==> config.mk <==
export PLATFORM = sky130hd
export DESIGN_NAME = alu_md
export DESIGN_NICKNAME = d
export VERILOG_FILES = /design/src/rtl/alu_md_pkg.sv /design/src/rtl/alu_md_muldiv_seq.sv /design/src/rtl/alu_md.sv
export SDC_FILE = /design/constraint.sdc
export NUM_CORES = 1
export LEC_CHECK = 0
export ABC_AREA = 1
export ABC_CLOCK_PERIOD_IN_PS = 3300
export CAP_MARGIN = 25
export CORE_ASPECT_RATIO = 1.4
export CORE_MARGIN = 2
export CORE_UTILIZATION = 60
export DETAILED_ROUTE_END_ITERATION = 8
export GPL_TIMING_DRIVEN = 0
export MAX_ROUTING_LAYER = met4
export PLACE_DENSITY = 0.8
export SLEW_MARGIN = 20
export SYNTH_ARGS = -nofsm -noshare
export SYNTH_HDL_FRONTEND = slang
export SYNTH_SLANG_ARGS = --single-unit
==> constraint.sdc <==
create_clock -name clk -period 3.3 [get_ports clk]
set_input_delay 0.66 -clock clk [delete_from_list [all_inputs] [get_ports clk]]
set_output_delay 0.66 -clock clk [all_outputs]
set_load 0.1 [all_outputs]
==> src/rtl/alu_md_pkg.sv <==
// Shared definitions for the alu_md execute stage: MIPS funct codes and
// the mul/div sequencer state encoding.
package alu_pkg;

  localparam logic [5:0] F_SLL   = 6'b000000;
  localparam logic [5:0] F_SRL   = 6'b000010;
  localparam logic [5:0] F_SRA   = 6'b000011;
  localparam logic [5:0] F_BEQ   = 6'b000100;
  localparam logic [5:0] F_BNE   = 6'b000101;
  localparam logic [5:0] F_MFHI  = 6'b010000;
  localparam logic [5:0] F_MFLO  = 6'b010010;
  localparam logic [5:0] F_MULT  = 6'b011000;
  localparam logic [5:0] F_MULTU = 6'b011001;
  localparam logic [5:0] F_DIV   = 6'b011010;
  localparam logic [5:0] F_DIVU  = 6'b011011;
  localparam logic [5:0] F_ADD   = 6'b100000;
  localparam logic [5:0] F_SUB   = 6'b100010;
  localparam logic [5:0] F_AND   = 6'b100100;
  localparam logic [5:0] F_OR    = 6'b100101;
  localparam logic [5:0] F_XOR   = 6'b100110;
  localparam logic [5:0] F_NOR   = 6'b100111;
  localparam logic [5:0] F_SLT   = 6'b101010;
  localparam logic [5:0] F_SLTU  = 6'b101011;

  typedef enum logic [1:0] {
    IDLE = 2'd0,
    RUN  = 2'd1,
    FIX  = 2'd2
  } state_t;

  function automatic logic is_muldiv(input logic [5:0] funct);
    return (funct == F_MULT) || (funct == F_MULTU) ||
           (funct == F_DIV)  || (funct == F_DIVU);
  endfunction

endpackage

==> src/rtl/alu_md_muldiv_seq.sv <==
// Iterative shift-add multiplier / restoring divider working on operand
// magnitudes, with the sign correction applied to the results in FIX.
//
// state | meaning
// IDLE  | waiting for start; operands latched on start
// RUN   | one product/quotient bit per cycle, counter WIDTH-1 down to 0
// FIX   | signed results presented on hi_out/lo_out, done high
module muldiv_seq
  import alu_pkg::*;
#(
  parameter int WIDTH = 32
) (
  input  logic             clk,
  input  logic             nrst,
  input  logic             start,
  input  logic [1:0]       op,
  input  logic [WIDTH-1:0] op_a,
  input  logic [WIDTH-1:0] op_b,
  output logic             busy,
  output logic             done,
  output logic [WIDTH-1:0] hi_out,
  output logic [WIDTH-1:0] lo_out
);

  localparam int CW = $clog2(WIDTH);

  state_t r_state;
  state_t w_state_nxt;

  logic [CW-1:0]      r_cnt;
  logic [WIDTH-1:0]   r_hi;
  logic [WIDTH-1:0]   r_lo;
  logic [WIDTH-1:0]   r_b;
  logic               r_div;
  logic               r_neg_q;
  logic               r_neg_r;

  logic               w_signed;
  logic               w_sa;
  logic               w_sb;
  logic               w_dz;
  logic [WIDTH-1:0]   w_mag_a;
  logic [WIDTH-1:0]   w_mag_b;
  logic [WIDTH:0]     w_sum;
  logic [WIDTH:0]     w_shift;
  logic [WIDTH:0]     w_diff;
  logic [2*WIDTH-1:0] w_prod;
  logic [2*WIDTH-1:0] w_prod_fix;

  // op[1] selects divide, op[0] selects unsigned
  assign w_signed = ~op[0];
  assign w_sa     = w_signed & op_a[WIDTH-1];
  assign w_sb     = w_signed & op_b[WIDTH-1];
  assign w_dz     = op[1] & (op_b == '0);
  assign w_mag_a  = w_sa ? -op_a : op_a;
  assign w_mag_b  = w_sb ? -op_b : op_b;

  assign w_sum   = {1'b0, r_hi} + ({1'b0, r_b} & {(WIDTH+1){r_lo[0]}});
  assign w_shift = {r_hi, r_lo[WIDTH-1]};
  assign w_diff  = w_shift - {1'b0, r_b};

  always_comb begin
    w_state_nxt = r_state;
    case (r_state)
      IDLE:    if (start) w_state_nxt = RUN;
      RUN:     if (r_cnt == '0) w_state_nxt = FIX;
      FIX:     w_state_nxt = IDLE;
      default: w_state_nxt = IDLE;
    endcase
  end

  always_ff @(posedge clk or negedge nrst) begin
    if (!nrst) r_state <= IDLE;
    else       r_state <= w_state_nxt;
  end

  always_ff @(posedge clk or negedge nrst) begin
    if (!nrst) begin
      r_cnt   <= '0;
      r_hi    <= '0;
      r_lo    <= '0;
      r_b     <= '0;
      r_div   <= 1'b0;
      r_neg_q <= 1'b0;
      r_neg_r <= 1'b0;
    end else begin
      case (r_state)
        IDLE: begin
          if (start) begin
            r_cnt   <= CW'(WIDTH-1);
            r_hi    <= '0;
            r_lo    <= w_mag_a;
            r_b     <= w_mag_b;
            r_div   <= op[1];
            // a zero divisor leaves the all-ones quotient uncorrected
            r_neg_q <= (w_sa ^ w_sb) & ~w_dz;
            r_neg_r <= op[1] & w_sa;
          end
        end
        RUN: begin
          r_cnt <= r_cnt - CW'(1);
          if (r_div) begin
            r_lo <= {r_lo[WIDTH-2:0], ~w_diff[WIDTH]};
            r_hi <= w_diff[WIDTH] ? w_shift[WIDTH-1:0] : w_diff[WIDTH-1:0];
          end else begin
            {r_hi, r_lo} <= {w_sum, r_lo[WIDTH-1:1]};
          end
        end
        default: ;
      endcase
    end
  end

  assign w_prod     = {r_hi, r_lo};
  assign w_prod_fix = r_neg_q ? -w_prod : w_prod;

  assign busy   = (r_state != IDLE);
  assign done   = (r_state == FIX);
  assign hi_out = r_div ? (r_neg_r ? -r_hi : r_hi) : w_prod_fix[2*WIDTH-1:WIDTH];
  assign lo_out = r_div ? (r_neg_q ? -r_lo : r_lo) : w_prod_fix[WIDTH-1:0];

endmodule

==> src/rtl/alu_md.sv <==
// MIPS execute-stage ALU: single-cycle R-type ops plus an iterative
// mul/div unit feeding the architectural HI/LO registers.
module alu_md
  import alu_pkg::*;
#(
  parameter  int WIDTH = 32,
  localparam int SHW   = $clog2(WIDTH)
) (
  input  logic             clk,
  input  logic             nrst,
  input  logic             in_valid,
  output logic             in_ready,
  input  logic [WIDTH-1:0] opA,
  input  logic [WIDTH-1:0] opB,
  input  logic [5:0]       alu_op,
  input  logic [SHW-1:0]   shamt,
  output logic             out_valid,
  output logic [WIDTH-1:0] alu_res,
  output logic [WIDTH-1:0] hi,
  output logic [WIDTH-1:0] lo
);

  logic             r_out_valid;
  logic [WIDTH-1:0] r_alu_res;
  logic [WIDTH-1:0] r_hi;
  logic [WIDTH-1:0] r_lo;

  logic             w_accept;
  logic             w_is_md;
  logic             w_start;
  logic             w_single;
  logic             w_busy;
  logic             w_done;
  logic [WIDTH-1:0] w_md_hi;
  logic [WIDTH-1:0] w_md_lo;
  logic [WIDTH-1:0] w_res;

  assign w_is_md  = is_muldiv(alu_op);
  assign w_accept = in_valid & in_ready;
  assign w_start  = w_accept & w_is_md;
  assign w_single = w_accept & ~w_is_md;
  assign in_ready = ~w_busy;

  muldiv_seq #(.WIDTH(WIDTH)) u_muldiv (
    .clk    (clk),
    .nrst   (nrst),
    .start  (w_start),
    .op     (alu_op[1:0]),
    .op_a   (opA),
    .op_b   (opB),
    .busy   (w_busy),
    .done   (w_done),
    .hi_out (w_md_hi),
    .lo_out (w_md_lo)
  );

  always_comb begin
    w_res = '0;
    case (alu_op)
      F_ADD:  w_res = opA + opB;
      F_SUB:  w_res = opA - opB;
      F_AND:  w_res = opA & opB;
      F_OR:   w_res = opA | opB;
      F_XOR:  w_res = opA ^ opB;
      F_NOR:  w_res = ~(opA | opB);
      F_SLT:  w_res[0] = $signed(opA) < $signed(opB);
      F_SLTU: w_res[0] = opA < opB;
      F_SLL:  w_res = opB << shamt;
      F_SRL:  w_res = opB >> shamt;
      F_SRA:  w_res = $signed(opB) >>> shamt;
      F_BEQ:  w_res[0] = (opA == opB);
      F_BNE:  w_res[0] = (opA != opB);
      F_MFHI: w_res = r_hi;
      F_MFLO: w_res = r_lo;
      default: w_res = '0;
    endcase
  end

  always_ff @(posedge clk or negedge nrst) begin
    if (!nrst) begin
      r_out_valid <= 1'b0;
      r_alu_res   <= '0;
      r_hi        <= '0;
      r_lo        <= '0;
    end else begin
      r_out_valid <= w_single | w_done;
      if (w_single)    r_alu_res <= w_res;
      else if (w_done) r_alu_res <= '0;
      if (w_done) begin
        r_hi <= w_md_hi;
        r_lo <= w_md_lo;
      end
    end
  end

  assign out_valid = r_out_valid;
  assign alu_res   = r_alu_res;
  assign hi        = r_hi;
  assign lo        = r_lo;

endmodule

==> results of run 1 <==
## cell families after synthesis
kind of cell / synth area share [%]
and+or+nand+nor: 49.1
buffers and inverters: 12.3
AOI/OAI and AO/OA: 11.0
DFF: 17.4
adders and majority gates: 7.69
xor gates and xnor gates: 2.52
muxes: 0.0686
## through the flow
stage	std cells	instance area (um2)	worst slack, ns	TNS [ns]
floorplan	5382	29200	0.447	0
global placement	6184	31700	-7.07	-1449.52
detailed placement	6186	31800	-0.990	-25.85
CTS	6218	32400	0.00189	0
## layer usage
metal | global-route usage [%] | overflow
met5 | - | -
met3 | 58.6 | 7
met1 | 77.6 | 1
met2 | 94.4 | 223
met4 | 77.6 | 118
## what timing repair did
item / CTS
cloned: 0
hold buffers: 0
resized for setup: 25
setup buffers: 0
setup endpoints to repair: 30
==> metrics, run 1 <==
Sink Count=203; Post-Syn Instances=between 5,000 and 6,000; Yosys reg bits=about 200; Synth area leaders=nand2_1 25%, dfrtp_1 17%, nand3_1 12%; largest net degree at the start of global routing=between 90 and 100; Avg Inst Size Synth=roughly 5.4 um2; Post-Syn Area=between 0.02 and 0.03 mm2; Synth area leader=nand2_1; number of synthesized flops with an enable pin=0; die width=between 150 and 200 um; ys flop type=dfrtp_1; TritonCTS Buffers=22; vias in the first global route=between 40,000 and 50,000; Std-Cell Rows=95; number of port buffers=172; Tot GR Track Use=between 70 and 80%; H-tree levels=1; RePlAce Congestion=1.31; Synth async-reset ratio=100%; syn_nets=between 5,000 and 6,000; # IOs=176; synth cell count leaders=1,948 x nand2_1, 706 x nand3_1, 693 x inv_1, 514 x nor2_1, 247 x o21ai_0; Yosys top cell area share=between 20% and 30%; hpwl dp=between 100,000 and 150,000 um; Synth cell types=56; total gr overflow=349; sequential share of the synthesized area=17.4%; die height=265 um; Root Buffer=clkbuf_16; failing step=global routing; CTS Buffer Depth=3; First Err=[ERROR GRT-0116] Global routing finished with congestion. Check the congestion regions in the DRC Viewer.; Yosys Warn Count=0; first-pass GRT wire length=a little under 300,000 um; top-count cell post-synth=nand2_1; Initial Util=roughly three fifths; outcome=stopped before the end
==> inputs of run 2 (changes only) <==
--- a/config.mk
+++ b/config.mk
@@ -8,13 +8,11 @@
 export ABC_AREA = 1
 export ABC_CLOCK_PERIOD_IN_PS = 3300
 export CAP_MARGIN = 25
-export CORE_ASPECT_RATIO = 1.4
 export CORE_MARGIN = 2
-export CORE_UTILIZATION = 60
+export CORE_UTILIZATION = 40
 export DETAILED_ROUTE_END_ITERATION = 8
 export GPL_TIMING_DRIVEN = 0
-export MAX_ROUTING_LAYER = met4
-export PLACE_DENSITY = 0.8
+export PLACE_DENSITY_LB_ADDON = 0.15
 export SLEW_MARGIN = 20
 export SYNTH_ARGS = -nofsm -noshare
 export SYNTH_HDL_FRONTEND = slang
==> run 2 against run 1 <==
  * The flow now finishes, with violations (negative setup slack)
  * Synthesized cell count is the same
  * Area after synthesis is the same
==> metrics, run 2 <==
outcome=finished, violations left (was stopped before the end); failing checks=negative setup slack; Yosys reg bits=203 (unchanged); most frequent cells in the layout=1,947 x nand2_1, 706 x nand3_1, 691 x inv_1; Synth Area in Simple Gates=49.1% (unchanged); number of port buffers=172 (unchanged); Worst setup SP type=input pin; P_leak=between 15 and 20 nW; Sink Count=203 (unchanged); area delta synth->final=13.8%; Final Hold Viols=0; combinational family with the most area after synthesis=simple AND/OR/NAND/NOR gates (unchanged); CTS Buffer Depth=3 (unchanged); Max Cap Viol=0; latest clock arrival within the worst-skew pair=about 0.62 ns; clock skew=roughly 0.047 ns; die width=274 um (was 190 um); Post-layout nets=between 5,000 and 6,000; Initial Util=40.2% (was 60.8%); worst min path class=input pin to asynchronous set/reset pin; syn_nets=5,637 (unchanged); top-count cell post-synth=nand2_1 (unchanged); DR pass1 iterations=8; headroom to the max-slew limit=between 20% and 30%; Post-Syn Area=0.0292 mm2 (unchanged); Final ANT Viol Nets=0; vias in the first global route=about 34,000; Synth async-reset ratio=100% (unchanged); fin crit period=between 3 and 4 ns; largest net degree at the start of global routing=74; final WL=169,000 um; Root Buffer=clkbuf_16 (unchanged); most common cell after layout, fill and taps aside=nand2_1; crit end category=flip-flop; CTS tree=built; die area=approximately 0.075 mm2; Wirelength per Cell=25.7 um; DR iter-0 viols=~5,600; CP Buf/Inv Count=4; CP Class=input pin to flip-flop; ys flop type=dfrtp_1 (unchanged); total gr overflow=0; Avg Inst Size Synth=5.42 um2 (unchanged); CP dominant cell by count=nand2_1; synth cell count leaders=1,948 x nand2_1, 706 x nand3_1, 693 x inv_1, 514 x nor2_1, 247 x o21ai_0 (unchanged); mux cell area share after synthesis=0.0686% (unchanged); DRC=0; CTS clk-pin slew, worst paths=around 0.050 ns; fin util=a little under half; Synth cell types=56 (unchanged); die height=274 um (was 265 um); fin. max-slew vios=0; pwr/cell area=631 mW/mm2; crit-path cells=clkdlybuf4s18_2 > inv_1 > ha_1 > buf_2 > inv_1 > a21oi_1 > nand2_1 > nand2_1 > nand2_1 > a21oi_2 > nand3_1 > nand3_1 > nand3_1 > nand2_1 > nand2_1; layout cells sized above 1=4.64%; Worst EP arrival=between 3 and 4 ns; Max stage delay cell, worst path=clkdlybuf4s18_2; Setup TNS Final=-0.148 ns; Least-Margin Pin Slew=~1.2 ns; core footprint=0.0726 mm2; non-filler instance count after layout=approximately 6,600; RSZ-0062 raised after global routing=yes; # IOs=176 (unchanged); Critical Path RT=roughly 3.8 ns; peak supply drop=between 500 and 600 uV; XOR/XNOR share of the synthesized area=2.52% (unchanged); Yosys Warn Count=0 (unchanged); Synth area leaders=nand2_1 25%, dfrtp_1 17%, nand3_1 12% (unchanged); Post-Syn Instances=5,382 (unchanged); DR vias/cell=5.85; crit path max fanout=9; Hold WS=between 0.05 and 0.06 ns; Synth area leader=nand2_1 (unchanged); Post-Synth Adder-Cell Area=7.69% (unchanged); Compound-Gate Fraction of Synth Area=11.0% (unchanged); vias=between 30,000 and 40,000; H-tree levels=1 (unchanged); Design Power=20.9 mW; Top delay family on crit path=buffers and inverters; Std-Cell Rows=99 (was 95); Max stage delay on crit path=0.52 ns; RePlAce Congestion=1.11 (was 1.31); first-pass GRT wire length=between 200,000 and 250,000 um; Tot GR Track Use=between 40% and 50%; initial antenna violation count=12; hpwl dp=141,000 um (was 129,000 um); sequential share of the synthesized area=17.4% (unchanged); # setup viols final=2; TritonCTS Buffers=27 (was 22); Yosys top cell area share=25.0% (unchanged); Peak Freq=approximately 0.3 GHz; number of synthesized flops with an enable pin=0 (unchanged); worst setup margin=-0.108 ns; Period Utilization, post-route=103%; cell count after placement=6,515 (was 6,186)
-- run 2: where the power goes --
group          internal [mW]  leakage [nW]  switching [mW]
Sequential              2.99          2.53            1.21
Clock                   1.85         0.460            1.30
Combinational           3.90          14.8            9.69
-- run 2: worst reg2reg max path, stage by stage (launching register included) --
cell	delay, ns
dfrtp_1	0.52
inv_2	0.20
ha_1	0.19
inv_1	0.09
fa_1	0.46
nand2_1	0.09
nand2_1	0.08
nand3_1	0.10
nand2_2	0.12
nand2_1	0.13
nand2_2	0.08
nand2_4	0.12
nand2_4	0.07
nand2_2	0.09
nand2_2	0.12
buf_4	0.20
nand2_1	0.11
nand3_1	0.10
nand2_1	0.12
nand2_1	0.06
-- run 2: repair_timing --
item	CTS	global route
setup buffers	0	2
hold buffers	0	0
setup endpoints to repair	32	41
gates resized for setup	64	68
-- run 2: worst paths after layout --
| kind | start | end | slack [ns] | depth (start not counted) |
|---|---|---|---|---|
| worst max-delay path | opB[19] | alu_res[0] | -0.11 | 15 |
| worst min-delay path | nrst | alu_res[27] | 0.06 | 1 |
| max in group asynchronous | nrst | u_muldiv.r_b[28] | 2.03 | 3 |
| worst min register to register | alu_res[30] | alu_res[30] | 0.48 | 2 |
| min in group clk | alu_res[30] | alu_res[30] | 0.48 | 2 |
| worst max register to register | u_muldiv.r_lo[31] | u_muldiv.r_hi[20] | 0.12 | 19 |
-- run 2: through the flow --
stage,area (um2),setup WS [ns]
floorplan,29200,0.447
global placement,32100,-7.65
detailed placement,32200,-1.27
CTS,33100,0.00141
global route,33200,-0.0591
finish,33200,-0.108
-- run 2: layer usage --
layer | track usage [%] | vias up | part of all wire (%)
li1 | - | 17600 | -
met3 | 13.8 | 401 | 15
met5 | 0 | - | 0.029
met4 | 15.5 | 8 | 4.4
met1 | 61.5 | 17900 | 42
met2 | 61.1 | 2562 | 39
-- run 2: cell type report --
cell class / instances / area [um2]
Antenna cell: 5 / 12.5
Buffer: 204 / 930
Clock buffer: 40 / 805
Clock inverter: 9 / 129
Fill cell: 8250 / 39400
Inverter: 711 / 2670
Multi-Input combinational cell: 4263 / 20600
Sequential cell: 203 / 5080
Tap cell: 959 / 1200
Timing Repair Buffer: 176 / 1780
-- run 2: cells by family after synthesis --
family                     Yosys count
muxes                                2
adders and majority gates          177
DFF                                203
xor gates and xnor gates            84
and+or+nand+nor                   3408
AOI/OAI and AO/OA                  592
buffers and inverters              916
Power figures use the tool's default switching activity.
